### config.mk
export PLATFORM = sky130hd
export DESIGN_NAME = dds_spi_loader
export DESIGN_NICKNAME = d
export VERILOG_FILES = /design/src/rtl/dds_pkg.sv /design/src/rtl/dds_sync2.sv /design/src/rtl/dds_spi_loader.sv
export SDC_FILE = /design/constraint.sdc
export NUM_CORES = 1
export LEC_CHECK = 0
export CELL_PAD_IN_SITES_DETAIL_PLACEMENT = 1
export CELL_PAD_IN_SITES_GLOBAL_PLACEMENT = 1
export CORE_ASPECT_RATIO = 1.75
export CORE_MARGIN = 2
export CORE_UTILIZATION = 44
export DETAILED_ROUTE_END_ITERATION = 16
export GPL_ROUTABILITY_DRIVEN = 0
export PLACE_DENSITY_LB_ADDON = 0.05
export SKIP_CTS_REPAIR_TIMING = 1
export SYNTH_ARGS = -nofsm -noshare
export SYNTH_HDL_FRONTEND = slang
export SYNTH_SLANG_ARGS = --single-unit
### constraint.sdc
create_clock -name sys_clk -period 2.3 [get_ports sys_clk]
set_input_delay 0.575 -clock sys_clk [delete_from_list [all_inputs] [get_ports sys_clk]]
set_output_delay 0.575 -clock sys_clk [all_outputs]
set_load 0.01 [all_outputs]
### src/rtl/dds_pkg.sv
// -----------------------------------------------------------------------------
// dds_pkg
// Shared types and constants for the DDS serial front end.
//   SYNC_STAGES  : depth of the input synchronizers
//   BITCNT_W     : width of the saturating received-bit counter
//   dds_state_e  : loader FSM states (IDLE, SHIFT, COMMIT, ABORT)
//   dds_target_e : which word an open frame is destined for
//   bitcnt_inc() : saturating increment of the bit counter
// -----------------------------------------------------------------------------
package dds_pkg;

    localparam int SYNC_STAGES = 2;
    localparam int BITCNT_W    = 5;

    typedef enum logic [1:0] {
        IDLE   = 2'd0,
        SHIFT  = 2'd1,
        COMMIT = 2'd2,
        ABORT  = 2'd3
    } dds_state_e;

    typedef enum logic {
        TGT_FREQ  = 1'b0,
        TGT_PHASE = 1'b1
    } dds_target_e;

    // Counter sticks at all-ones so overlong frames never wrap back to a
    // count that could look like a valid (or zero) length.
    function automatic logic [BITCNT_W-1:0] bitcnt_inc(input logic [BITCNT_W-1:0] cnt);
        logic [BITCNT_W-1:0] res;
        if (cnt == {BITCNT_W{1'b1}}) begin
            res = cnt;
        end else begin
            res = cnt + {{(BITCNT_W-1){1'b0}}, 1'b1};
        end
        return res;
    endfunction

endpackage

### src/rtl/dds_sync2.sv
// -----------------------------------------------------------------------------
// dds_sync2
// Two-flop synchronizer for a single asynchronous bit.
//   clk   : destination clock
//   rst_n : asynchronous active-low reset, clears the chain to 0
//   d     : asynchronous input
//   q     : synchronized output (SYNC_STAGES clk cycles of latency)
// -----------------------------------------------------------------------------
module dds_sync2
    import dds_pkg::*;
(
    input  logic clk,
    input  logic rst_n,
    input  logic d,
    output logic q
);

    logic [SYNC_STAGES-1:0] sync_r;

    // Metastability-settling shift chain.
    always_ff @(posedge clk or negedge rst_n) begin
        if (!rst_n) begin
            sync_r <= {SYNC_STAGES{1'b0}};
        end else begin
            sync_r <= {sync_r[SYNC_STAGES-2:0], d};
        end
    end

    assign q = sync_r[SYNC_STAGES-1];

endmodule

### src/rtl/dds_spi_loader.sv
// -----------------------------------------------------------------------------
// dds_spi_loader
// Serial front end of the DDS core. Oversamples a simple chip-select framed
// serial link in the sys_clk domain and commits each closed frame either as a
// frequency tuning word or as a phase-shift word, each with a one-cycle strobe.
//
// Parameters:
//   ACC_LENGTH    : frequency word / phase accumulator width
//   PHASE_LENGTH  : phase-shift word width
// Ports:
//   sys_clk       : system clock, rising edge
//   rst_n         : asynchronous active-low reset
//   spi_clk       : serial clock (async), data sampled on its rising edge
//   spi_data      : serial data, MSB first
//   freq_cs       : active-high frame select for the frequency word
//   phaseshift_cs : active-high frame select for the phase word
//   freq_word     : last committed frequency word
//   freq_valid    : one-cycle pulse when freq_word updates
//   phase_word    : last committed phase word
//   phase_valid   : one-cycle pulse when phase_word updates
//   busy          : high while a frame is open (SHIFT or ABORT)
//   frame_err     : one-cycle pulse when a frame is discarded
//
// Build option:
//   DDS_SPI_STRICT_LEN_EN : when defined, a frame commits only if exactly
//   ACC_LENGTH (freq) or PHASE_LENGTH (phase) bits were received; otherwise
//   any non-empty frame commits (short frames zero-extended, long frames keep
//   the most recent bits).
// -----------------------------------------------------------------------------
module dds_spi_loader
    import dds_pkg::*;
#(
    parameter int ACC_LENGTH   = 16,
    parameter int PHASE_LENGTH = 8
) (
    input  logic                    sys_clk,
    input  logic                    rst_n,
    input  logic                    spi_clk,
    input  logic                    spi_data,
    input  logic                    freq_cs,
    input  logic                    phaseshift_cs,
    output logic [ACC_LENGTH-1:0]   freq_word,
    output logic                    freq_valid,
    output logic [PHASE_LENGTH-1:0] phase_word,
    output logic                    phase_valid,
    output logic                    busy,
    output logic                    frame_err
);

    // ------------------------------------------------------------------
    // Synchronized inputs and their one-cycle-delayed copies
    // ------------------------------------------------------------------
    logic spi_clk_s;
    logic spi_data_s;
    logic freq_cs_s;
    logic phase_cs_s;

    logic spi_clk_d_r;
    logic freq_cs_d_r;
    logic phase_cs_d_r;

    logic spi_rise_s;
    logic freq_rise_s;
    logic freq_fall_s;
    logic phase_rise_s;
    logic phase_fall_s;

    // ------------------------------------------------------------------
    // FSM and datapath state
    // ------------------------------------------------------------------
    dds_state_e              state_r;
    dds_state_e              state_nxt_s;
    dds_target_e             target_r;
    dds_target_e             target_nxt_s;

    logic [ACC_LENGTH-1:0]   shift_r;
    logic [BITCNT_W-1:0]     bitcnt_r;
    logic [BITCNT_W-1:0]     bitcnt_upd_s;

    logic                    other_rise_s;
    logic                    tgt_fall_s;
    logic                    len_ok_s;

    logic [ACC_LENGTH-1:0]   freq_word_r;
    logic                    freq_valid_r;
    logic [PHASE_LENGTH-1:0] phase_word_r;
    logic                    phase_valid_r;
    logic                    busy_r;
    logic                    frame_err_r;

    dds_sync2 u_sync_spi_clk (
        .clk   (sys_clk),
        .rst_n (rst_n),
        .d     (spi_clk),
        .q     (spi_clk_s)
    );

    dds_sync2 u_sync_spi_data (
        .clk   (sys_clk),
        .rst_n (rst_n),
        .d     (spi_data),
        .q     (spi_data_s)
    );

    dds_sync2 u_sync_freq_cs (
        .clk   (sys_clk),
        .rst_n (rst_n),
        .d     (freq_cs),
        .q     (freq_cs_s)
    );

    dds_sync2 u_sync_phase_cs (
        .clk   (sys_clk),
        .rst_n (rst_n),
        .d     (phaseshift_cs),
        .q     (phase_cs_s)
    );

    // Third registered copy of the edge-carrying signals for edge detection.
    always_ff @(posedge sys_clk or negedge rst_n) begin
        if (!rst_n) begin
            spi_clk_d_r  <= 1'b0;
            freq_cs_d_r  <= 1'b0;
            phase_cs_d_r <= 1'b0;
        end else begin
            spi_clk_d_r  <= spi_clk_s;
            freq_cs_d_r  <= freq_cs_s;
            phase_cs_d_r <= phase_cs_s;
        end
    end

    assign spi_rise_s   =  spi_clk_s  & ~spi_clk_d_r;
    assign freq_rise_s  =  freq_cs_s  & ~freq_cs_d_r;
    assign freq_fall_s  = ~freq_cs_s  &  freq_cs_d_r;
    assign phase_rise_s =  phase_cs_s & ~phase_cs_d_r;
    assign phase_fall_s = ~phase_cs_s &  phase_cs_d_r;

    // Edge events resolved against the current frame's target.
    always_comb begin
        other_rise_s = 1'b0;
        tgt_fall_s   = 1'b0;
        if (target_r == TGT_FREQ) begin
            other_rise_s = phase_rise_s;
            tgt_fall_s   = freq_fall_s;
        end else begin
            other_rise_s = freq_rise_s;
            tgt_fall_s   = phase_fall_s;
        end
    end

    // Bit count including a spi_clk edge landing in this very cycle, so a cs
    // fall coincident with the last clock edge still counts that bit.
    always_comb begin
        bitcnt_upd_s = bitcnt_r;
        if (spi_rise_s) begin
            bitcnt_upd_s = bitcnt_inc(bitcnt_r);
        end else begin
            bitcnt_upd_s = bitcnt_r;
        end
    end

    // Frame length acceptance at commit time.
    always_comb begin
        len_ok_s = 1'b0;
`ifdef DDS_SPI_STRICT_LEN_EN
        if (target_r == TGT_FREQ) begin
            len_ok_s = (bitcnt_upd_s == BITCNT_W'(ACC_LENGTH));
        end else begin
            len_ok_s = (bitcnt_upd_s == BITCNT_W'(PHASE_LENGTH));
        end
`else
        if (bitcnt_upd_s != {BITCNT_W{1'b0}}) begin
            len_ok_s = 1'b1;
        end else begin
            len_ok_s = 1'b0;
        end
`endif
    end

    // Next-state logic of the frame FSM.
    always_comb begin
        state_nxt_s  = state_r;
        target_nxt_s = target_r;
        case (state_r)
            IDLE: begin
                if (freq_rise_s && phase_rise_s) begin
                    state_nxt_s = ABORT;
                end else if (freq_rise_s) begin
                    state_nxt_s  = SHIFT;
                    target_nxt_s = TGT_FREQ;
                end else if (phase_rise_s) begin
                    state_nxt_s  = SHIFT;
                    target_nxt_s = TGT_PHASE;
                end else begin
                    state_nxt_s = IDLE;
                end
            end
            SHIFT: begin
                // A competing frame select wins over a simultaneous close.
                if (other_rise_s) begin
                    state_nxt_s = ABORT;
                end else if (tgt_fall_s) begin
                    if (len_ok_s) begin
                        state_nxt_s = COMMIT;
                    end else begin
                        state_nxt_s = ABORT;
                    end
                end else begin
                    state_nxt_s = SHIFT;
                end
            end
            COMMIT: begin
                state_nxt_s = IDLE;
            end
            ABORT: begin
                // Hold until the link is quiet so a lingering cs does not
                // open a spurious frame.
                if (!freq_cs_s && !phase_cs_s) begin
                    state_nxt_s = IDLE;
                end else begin
                    state_nxt_s = ABORT;
                end
            end
            default: begin
                state_nxt_s = IDLE;
            end
        endcase
    end

    // FSM state and frame target registers.
    always_ff @(posedge sys_clk or negedge rst_n) begin
        if (!rst_n) begin
            state_r  <= IDLE;
            target_r <= TGT_FREQ;
        end else begin
            state_r  <= state_nxt_s;
            target_r <= target_nxt_s;
        end
    end

    // Shift register and saturating bit counter; cleared on frame open.
    always_ff @(posedge sys_clk or negedge rst_n) begin
        if (!rst_n) begin
            shift_r  <= {ACC_LENGTH{1'b0}};
            bitcnt_r <= {BITCNT_W{1'b0}};
        end else if ((state_r == IDLE) && (state_nxt_s == SHIFT)) begin
            shift_r  <= {ACC_LENGTH{1'b0}};
            bitcnt_r <= {BITCNT_W{1'b0}};
        end else if ((state_r == SHIFT) && spi_rise_s) begin
            shift_r  <= {shift_r[ACC_LENGTH-2:0], spi_data_s};
            bitcnt_r <= bitcnt_upd_s;
        end else begin
            shift_r  <= shift_r;
            bitcnt_r <= bitcnt_r;
        end
    end

    // Committed words and their strobes.
    always_ff @(posedge sys_clk or negedge rst_n) begin
        if (!rst_n) begin
            freq_word_r   <= {ACC_LENGTH{1'b0}};
            phase_word_r  <= {PHASE_LENGTH{1'b0}};
            freq_valid_r  <= 1'b0;
            phase_valid_r <= 1'b0;
        end else if (state_r == COMMIT) begin
            case (target_r)
                TGT_FREQ: begin
                    freq_word_r   <= shift_r;
                    freq_valid_r  <= 1'b1;
                    phase_valid_r <= 1'b0;
                end
                TGT_PHASE: begin
                    phase_word_r  <= shift_r[PHASE_LENGTH-1:0];
                    phase_valid_r <= 1'b1;
                    freq_valid_r  <= 1'b0;
                end
                default: begin
                    freq_valid_r  <= 1'b0;
                    phase_valid_r <= 1'b0;
                end
            endcase
        end else begin
            freq_valid_r  <= 1'b0;
            phase_valid_r <= 1'b0;
        end
    end

    // Status flags registered from the next state so they line up with it;
    // frame_err fires only on entry to ABORT, not while waiting there.
    always_ff @(posedge sys_clk or negedge rst_n) begin
        if (!rst_n) begin
            busy_r      <= 1'b0;
            frame_err_r <= 1'b0;
        end else begin
            busy_r      <= (state_nxt_s == SHIFT) || (state_nxt_s == ABORT);
            frame_err_r <= (state_nxt_s == ABORT) && (state_r != ABORT);
        end
    end

    assign freq_word   = freq_word_r;
    assign freq_valid  = freq_valid_r;
    assign phase_word  = phase_word_r;
    assign phase_valid = phase_valid_r;
    assign busy        = busy_r;
    assign frame_err   = frame_err_r;

endmodule

Word level (Yosys, flattened, before mapping) --
Cells that the tools add are included. Widths: inputs -> output; s select.
Word-level totals: bits in registers 63, input bits 6, word-level logic and storage cells 75
Cells by class: multiplexer cells 23, bitwise logic cells 12, equal/unequal tests 7, reductions and logical operators 15, add/sub/neg operators 1
Operators by type and width (number):
- $mux 16 | 2
- $mux 5 | 4
- $mux 1 | 10
- $mux 2 | 4
- $pmux 2 s4 | 1
- $not 1->1 | 7
- $eq 2x2->1 const B | 3
- $add 5x1->5 const B | 1
- $and 1x1->1 | 5
- $eq 5x5->1 const B | 1
- $logic_and 1x1->1 | 5
- $reduce_bool 5->1 | 1
- $eq 2x1->1 const B | 2
- $pmux 1 s2 | 2
- $reduce_and 2->1 | 2
- $reduce_bool 2->1 | 2
- $reduce_and 3->1 | 1
- $logic_not 1->1 | 2
- $logic_not 2->1 | 1
- $ne 2x2->1 const B | 1
- $logic_or 1x1->1 | 1

Longest topological paths before layout --
Gate-level depths: netlist of run 1.
depth after elaboration 12, depth in mapped cells 7, depth with buffers taken out 7

Cells and area by module --
From an unflattened synthesis of run 1, not the netlist that was laid out.
Unflattened totals: cell total of the unflattened synthesis 221, area total of the unflattened synthesis 2497.4 um2
By module, submodules not included:
- dds_spi_loader | sequential area each 1351.3 um2, cells each 213, area an instance 2297.2 um2, instances 1
- dds_sync2 | sequential area each 50.0 um2, cells each 2, area an instance 50.0 um2, instances 4

Worst setup path after synthesis of run 1 --
OpenSTA, ideal clock, no wires.
path type register to register, from reg u_sync_freq_cs.sync_r[1], to reg bitcnt_r[0], required time 2.179 ns, stages on the path, launching flop included 7, library setup time 0.121 ns, arrival time 1.599 ns, slack 0.580 ns, period minus slack after synthesis 1.720 ns, cell sequence dfrtp_1 nor2b_1 inv_1 ha_1 nor4_1 buf_2 nor2_1
On the way: word-level cells in the longest chain between the ends 9
Ends and longest elaborated chain:
- start, declared | RTL line dds_sync2.sv:18 | logic [SYNC_STAGES-1:0] sync_r;
- start signal, assigned | RTL line dds_sync2.sv:23 | sync_r <= {SYNC_STAGES{1'b0}};
- start signal, assigned | RTL line dds_sync2.sv:25 | sync_r <= {sync_r[SYNC_STAGES-2:0], d};
- $not 1->1 | RTL line dds_spi_loader.sv:134 | assign freq_fall_s = ~freq_cs_s & freq_cs_d_r;
- $and 1x1->1 | RTL line dds_spi_loader.sv:134
- $mux 1 | RTL line dds_spi_loader.sv:142 | if (target_r == TGT_FREQ) begin
- $mux 2 | RTL line dds_spi_loader.sv:202 | end else if (tgt_fall_s) begin
- $mux 2 | RTL line dds_spi_loader.sv:200 | if (other_rise_s) begin
- $pmux 2 s4 * | RTL line dds_spi_loader.sv:184 | case (state_r)
- $eq 2x1->1 * | RTL line dds_spi_loader.sv:246 | end else if ((state_r == IDLE) && (state_nxt_s == SHIFT)) begin
- $logic_and 1x1->1 * | RTL line dds_spi_loader.sv:246
- $mux 5 or $reduce_bool 2->1 (tied branches)
- end signal, assigned | RTL line dds_spi_loader.sv:245 | bitcnt_r <= {BITCNT_W{1'b0}};
- end signal, assigned | RTL line dds_spi_loader.sv:248 | bitcnt_r <= {BITCNT_W{1'b0}};
- end signal, assigned | RTL line dds_spi_loader.sv:251 | bitcnt_r <= bitcnt_upd_s;
- end, declared | RTL line dds_spi_loader.sv:77 | logic [BITCNT_W-1:0] bitcnt_r;
Every way passes the cells marked *; elsewhere a longest branch is shown, timed or not. A chain may end at the register's enable or synchronous reset.

Worst setup path after layout of run 1 --
from reg busy_r, in the netlist busy, to out busy
RTL lines:
- start, declared | RTL line dds_spi_loader.sv:88 | logic busy_r;
- start signal, assigned | RTL line dds_spi_loader.sv:295 | busy_r <= (state_nxt_s == SHIFT) || (state_nxt_s == ABORT);
- end, declared | RTL line dds_spi_loader.sv:46 | output logic busy,
No word-level cell between the ends.

==> results of run 1 <==
power by group through the flow:
stage	Clock, W	Combinational (W)	Sequential [W]
CTS	0.000959	0.000809	0.00152
global route	0.00100	0.000878	0.00155
floorplan	0	0.000535	0.00146
global placement	0	0.000768	0.00152
detailed placement	0	0.000808	0.00154
finish	0.000932	0.000792	0.00152
per-stage QoR:
step / std cells / power, W / worst slack (ns)
global route: 334 / 0.003433 / 0.05435
finish: 334 / 0.003240 / 0.1285
detailed placement: 319 / 0.002347 / 0.4467
global placement: 319 / 0.002285 / 0.5010
CTS: 334 / 0.003287 / 0.09763
floorplan: 213 / 0.001996 / 0.5797
cells in the mapped netlist (2+ instances only):
cell type | number | area, um2
buf_4 | 2 | 15.01
mux2_2 | 15 | 168.9
nor2_1 | 7 | 26.28
dfrtp_1 | 62 | 1551
and4b_1 | 2 | 20.02
o21ai_0 | 3 | 15.01
buf_6 | 2 | 22.52
buf_2 | 4 | 20.02
nor3_1 | 5 | 25.02
ha_1 | 3 | 37.54
o221ai_1 | 2 | 17.52
mux2i_1 | 2 | 20.02
mux2_4 | 9 | 135.1
nand3_1 | 2 | 10.01
nor2b_1 | 6 | 37.54
nand2_1 | 36 | 135.1
a21oi_1 | 20 | 100.1
o2111a_1 | 2 | 22.52
inv_1 | 5 | 18.77
metal layers:
layer,wire length [um],track usage,vias to the layer above
met1,2235,0.2209,897
met4,201,0.1254,0
met2,3113,0.3385,36
li1,-,-,816
met5,0,0,-
met3,155,0.05123,15
worst paths after layout:
check                                      endpoint  cells after the start                     start
hold reg to reg            u_sync_freq_cs.sync_r[1]                      0  u_sync_freq_cs.sync_r[0]
max in group asynchronous                shift_r[8]                      2                     rst_n
hold / removal                        phase_word[4]                      1                     rst_n
setup / recovery                               busy                      1                      busy
min in group sys_clk       u_sync_freq_cs.sync_r[1]                      0  u_sync_freq_cs.sync_r[0]
setup reg to reg                        bitcnt_r[2]                      6  u_sync_freq_cs.sync_r[1]
cell families after synthesis:
group / Yosys count
AO/OA/AOI/OAI: 37
XOR/XNOR: 1
adder cells (fa/ha/maj): 3
buffers and inverters: 16
flip-flops: 62
multiplexers: 26
AND/OR/NAND/NOR: 68
flip-flops by register name (all words and copies together), names as in the netlist:
| signal | flops |
|---|---|
| shift_r | 16 |
| target_r | 1 |
| u_sync_freq_cs.sync_r | 2 |
| busy | 1 |
| state_r | 1 |
| u_sync_spi_clk.sync_r | 2 |
| u_sync_spi_data.sync_r | 2 |
| phase_word | 8 |
| freq_word | 16 |
| frame_err | 1 |
| phase_valid | 1 |
| u_sync_phase_cs.sync_r | 2 |
| bitcnt_r | 5 |
| phase_cs_d_r | 1 |
| freq_valid | 1 |
| freq_cs_d_r | 1 |
| spi_clk_d_r | 1 |
area by class of cell:
class,count,share of cell area
flip-flops and latches,62,0.4846
multi-input cells,135,0.3009
repair buffers,38,0.1172
clock buffers,11,0.04416
well taps,78,0.03048
clock inverters,4,0.01485
inverters,6,0.007816
==> flow_metrics.tcl, run 1 <==
set metrics [dict create \
    synth.distinct_cells 43 \
    cts_sinks 62 \
    synth_compound_area_frac 0.09060 \
    mostFrequentLayoutCell "dfrtp_1" \
    synth_top_family_by_area "simple AND/OR/NAND/NOR gates" \
    crit_slowest_cell "dfrtp_1" \
    cp_num_buf_inv 1 \
    worst_pin_slew_ns 0.5853 \
    seq_power_share 0.468 \
    die_x_um 62.22 \
    ys_seq_area_frac 0.5944 \
    fin_skew_ns 0.01014 \
    drive_above_1_share 0.1992 \
    coreArea_um2 5787 \
    synthArstFlopShare 1.000 \
    pwr-share-clk 0.288 \
    fillers 612 \
    power.switching_w 0.001022 \
    portBuffers 33 \
    synth-xor-area-share 0.003356 \
    final_area_um2 3202 \
    fin_nets 261 \
    regToRegSetupSlack_ns 0.43 \
    power-per-cell-area_nw_per_um2 1012 \
    fin_hold_ws_ns 0.2370 \
    mostFrequentLayoutCells "dfrtp_1 (62), nand2_1 (36), clkdlybuf4s50_1 (32)" \
    via_count 1764 \
    min_period_ns 2.172 \
    routed_via_density 5.281 \
    clock_tree.buffer_depth 2 \
    io_pins 34 \
    cap_viol_max_count 0 \
    routedWlPerCell_um 17.08 \
    pwr-share-comb 0.245 \
    grt_max_degree 27 \
    cp.required_ns 1.73 \
    drtAntennaViolNets 0 \
    final_hold_viol_count 0 \
    grt_use_total 0.1994 \
    cpPeakStageDelay_ns 0.63 \
    status "completed" \
    path_class "reg -> out" \
    cts_tree "done" \
    swShare 0.3155 \
    rows 37 \
    drc 0 \
    synth_fa_ha_area_frac 0.01438 \
    ys.warnings.count 0 \
    place_area_um2 3013 \
    ctsRootBufferMaster "clkbuf_8" \
    setup.worst_path.end_class "primary output" \
    insertion_delay_ns 0.34 \
    syn_inst 213 \
    register_area_um2 1551 \
    finish.utilization 0.5533 \
    setup_tns_ns 0 \
    netlist_area_um2 2610 \
    rsz0062_at_grt "false" \
    ir_drop_uv 486.0 \
    crit_chain "clkdlybuf4s50_1" \
    avgSynthCellArea_um2 12.25 \
    htreeDepth 3 \
    setup_viol 0 \
    diodes 0 \
    multiInputGateArea_um2 963.4 \
    drtIter0Drc 89 \
    finalMaxSlewViolations 0 \
    grt_pass1_vias 2010 \
    p_int_w 0.002218 \
    cp_top_family "flip-flops" \
    drt-total-wl_um 5705 \
    synth_mux_area_frac 0.1242 \
    numCtsBuffers 9 \
    fp.dieArea_um2 6588 \
    fmax_mhz 460.5 \
    relSlewSlack 0.6098 \
    post-route-period-util 0.9441 \
    die_y_um 105.9 \
    leakage_nw 1.467 \
    synth-simple-area-share 0.1342 \
    initial_utilization 0.4510 \
    syn2layout_area_growth_pct 22.67 \
    hp-class "in -> async" \
    firstDrtPassIters 4 \
    synth_edf_count 0 \
    ys_ff_latch 62 \
    grt_pass1_wl_um 9929 \
    grt_antenna_before_repair 0 \
    cp_data_arrival_time_ns 1.60 \
    clk_pin_slew_worst_paths_ns 0.07 \
    synth_nets 222 \
    path_max_fanout 12 \
    ys.flop_type "dfrtp_1" \
    dp_hpwl_um 4019 \
    grt.overflow.total 0 \
    cp-start-kind "flip-flop" \
]
Note: power is estimated with default switching activity, not from simulation.
==> inputs of run 2 (changes only) <==
--- a/config.mk
+++ b/config.mk
@@ -8,12 +8,14 @@
 export CELL_PAD_IN_SITES_DETAIL_PLACEMENT = 1
 export CELL_PAD_IN_SITES_GLOBAL_PLACEMENT = 1
 export CORE_ASPECT_RATIO = 1.75
-export CORE_MARGIN = 2
-export CORE_UTILIZATION = 44
+export CORE_MARGIN = 3
+export CORE_UTILIZATION = 43
 export DETAILED_ROUTE_END_ITERATION = 16
 export GPL_ROUTABILITY_DRIVEN = 0
+export GPL_TIMING_DRIVEN = 1
 export PLACE_DENSITY_LB_ADDON = 0.05
 export SKIP_CTS_REPAIR_TIMING = 1
 export SYNTH_ARGS = -nofsm -noshare
 export SYNTH_HDL_FRONTEND = slang
+export SYNTH_HIERARCHICAL = 1
 export SYNTH_SLANG_ARGS = --single-unit
==> flow_metrics.tcl, run 2 <==
set metrics [dict create \
    status "completed" \
    ir_drop_uv 732.4 \
    synth_edf_count 0 \
    rr_startpoint "bitcnt_r[0]" \
    fp.dieArea_um2 6795 \
    min_period_ns 2.129 \
    synth_top_area_frac 0.6212 \
    register_area_um2 1551 \
    setup.worst_path.end_class "primary output" \
    avgSynthCellArea_um2 11.30 \
    cp.required_ns 1.73 \
    ys_ff_latch 62 \
    hp-class "in -> async" \
    grt_use_total 0.1853 \
    portBuffers 33 \
    initial_utilization 0.4471 \
    path_max_fanout 12 \
    cts_tree "done" \
    mostFrequentLayoutCell "dfrtp_1" \
    grt_pass1_vias 1904 \
    ys_seq_area_frac 0.6212 \
    clock_tree.buffer_depth 2 \
    insertion_delay_ns 0.34 \
    timing.rr.end "frame_err" \
    crit_chain "clkdlybuf4s50_1" \
    fin_skew_ns 0.004965 \
    synth_nets 230 \
    synth.distinct_cells 36 \
    drive_above_1_share 0.1031 \
    rsz0062_at_grt "false" \
    rows 36 \
    io_pins 34 \
    clk_pin_slew_worst_paths_ns 0.06 \
    ys.warnings.count 6 \
    netlist_area_um2 2497 \
    final_hold_viol_count 0 \
    cp_num_buf_inv 1 \
    die_y_um 106.8 \
    fmax_mhz 469.7 \
    setup_tns_ns 0 \
    diodes 0 \
    cap_viol_max_count 0 \
    synth.most_common_cell "dfrtp_1" \
    crit_slowest_cell "clkdlybuf4s50_1" \
    leakage_nw 1.436 \
    finalMaxSlewViolations 0 \
    setup_viol 0 \
    power-per-cell-area_nw_per_um2 971.9 \
    grt_pass1_wl_um 9487 \
    cp-start-kind "flip-flop" \
    synth_top_cell_by_area "dfrtp_1" \
    ys_top_cells_by_count "dfrtp_1 (62), nand2_1 (59), a21oi_1 (22), mux2_1 (9), mux2_2 (7)" \
    p_total_w 0.003009 \
    syn2layout_area_growth_pct 23.95 \
    place_inst 324 \
    cp_data_arrival_time_ns 1.55 \
    via_count 1756 \
    wl_met3_um 140 \
    mostFrequentLayoutCells "dfrtp_1 (62), nand2_1 (59), clkdlybuf4s50_1 (32)" \
    dp_hpwl_um 3909 \
    topRoutingLayerUsed "met4" \
    multiInputGateArea_um2 865.8 \
    regToRegSetupSlack_ns 0.55 \
    cpPeakStageDelay_ns 0.62 \
    htreeDepth 3 \
    grt_max_degree 43 \
    relSlewSlack 0.5727 \
    coreArea_um2 5585 \
    fin_nets 268 \
    fillers 639 \
    routedWlPerCell_um 16.13 \
    drtIter0Drc 88 \
    fin_hold_ws_ns 0.1903 \
    ys.flop_type "dfrtp_1" \
    post-route-period-util 0.9256 \
    cts_sinks 62 \
    routed_via_density 5.195 \
    drt-total-wl_um 5452 \
    grt.overflow.total 0 \
    instances_no_fill 338 \
    rr_worst_depth 5 \
    synth_top_cells_by_area "dfrtp_1 (62%), nand2_1 (8.9%), a21oi_1 (4.4%)" \
    die_x_um 63.61 \
    cp_top_family "buffers and inverters" \
    m1WireLength_um 2067 \
    drc 0 \
    synthArstFlopShare 1.000 \
    dr_wl_met2_um 3088 \
    path_class "reg -> out" \
    numCtsBuffers 9 \
    drtAntennaViolNets 0 \
    worst_pin_slew_ns 0.6410 \
    grt_antenna_before_repair 0 \
    firstDrtPassIters 4 \
    ctsRootBufferMaster "clkbuf_8" \
    syn_inst 221 \
]
-- run 2: cell type report --
class                   instances  area share
inverters                       5    0.006063
clock buffers                  13     0.05133
repair buffers                 38      0.1213
flip-flops and latches         62      0.5012
well taps                      76     0.03072
clock inverters                 1    0.009701
multi-input cells             143      0.2797
-- run 2: cells by family after synthesis --
group	synth area share
multiplexers	0.08016
flip-flops	0.6212
AND/OR/NAND/NOR	0.1648
XOR/XNOR	0.003508
adder cells (fa/ha/maj)	0.01503
buffers and inverters	0.03456
AO/OA/AOI/OAI	0.08066
-- run 2: worst max-delay path by stage --
stage	end	cells past startpoint	startpoint
5_1_grt	busy	1	busy
3_5_place_dp	busy	1	busy
6_report	busy	1	busy
3_3_place_gp	busy	1	busy
4_1_cts	busy	1	busy
2_1_floorplan	freq_word[10]	4	busy
-- run 2: power breakdown --
part	internal [W]	switching (W)	total, W
sequential	0.00124	0.000175	0.00141
clock	0.000548	0.000384	0.000933
combinational	0.000321	0.000344	0.000665
-- run 2: per-layer routing --
| metal | GRT usage | up-vias |
|---|---|---|
| li1 | - | 820 |
| met1 | 0.1992 | 897 |
| met3 | 0.03878 | 13 |
| met2 | 0.3276 | 26 |
| met4 | 0.1113 | 0 |
| met5 | 0 | - |
-- run 2: through the flow --
stage	util	instance area (um2)	worst slack [ns]
floorplan	-	2497	0.7389
global placement	0.5204	2907	0.5457
detailed placement	0.5204	2907	0.5444
CTS	0.5542	3095	0.1556
global route	0.5542	3095	0.08804
finish	0.5542	3095	0.1712
==> inputs of run 3 (changes only) <==
--- a/config.mk
+++ b/config.mk
@@ -5,6 +5,7 @@
 export SDC_FILE = /design/constraint.sdc
 export NUM_CORES = 1
 export LEC_CHECK = 0
+export ABC_CLOCK_PERIOD_IN_PS = 2300
 export CELL_PAD_IN_SITES_DETAIL_PLACEMENT = 1
 export CELL_PAD_IN_SITES_GLOBAL_PLACEMENT = 1
 export CORE_ASPECT_RATIO = 1.75
==> results of run 3 <==
No change in the layout: final DEF, timing and power equal those of run 2.
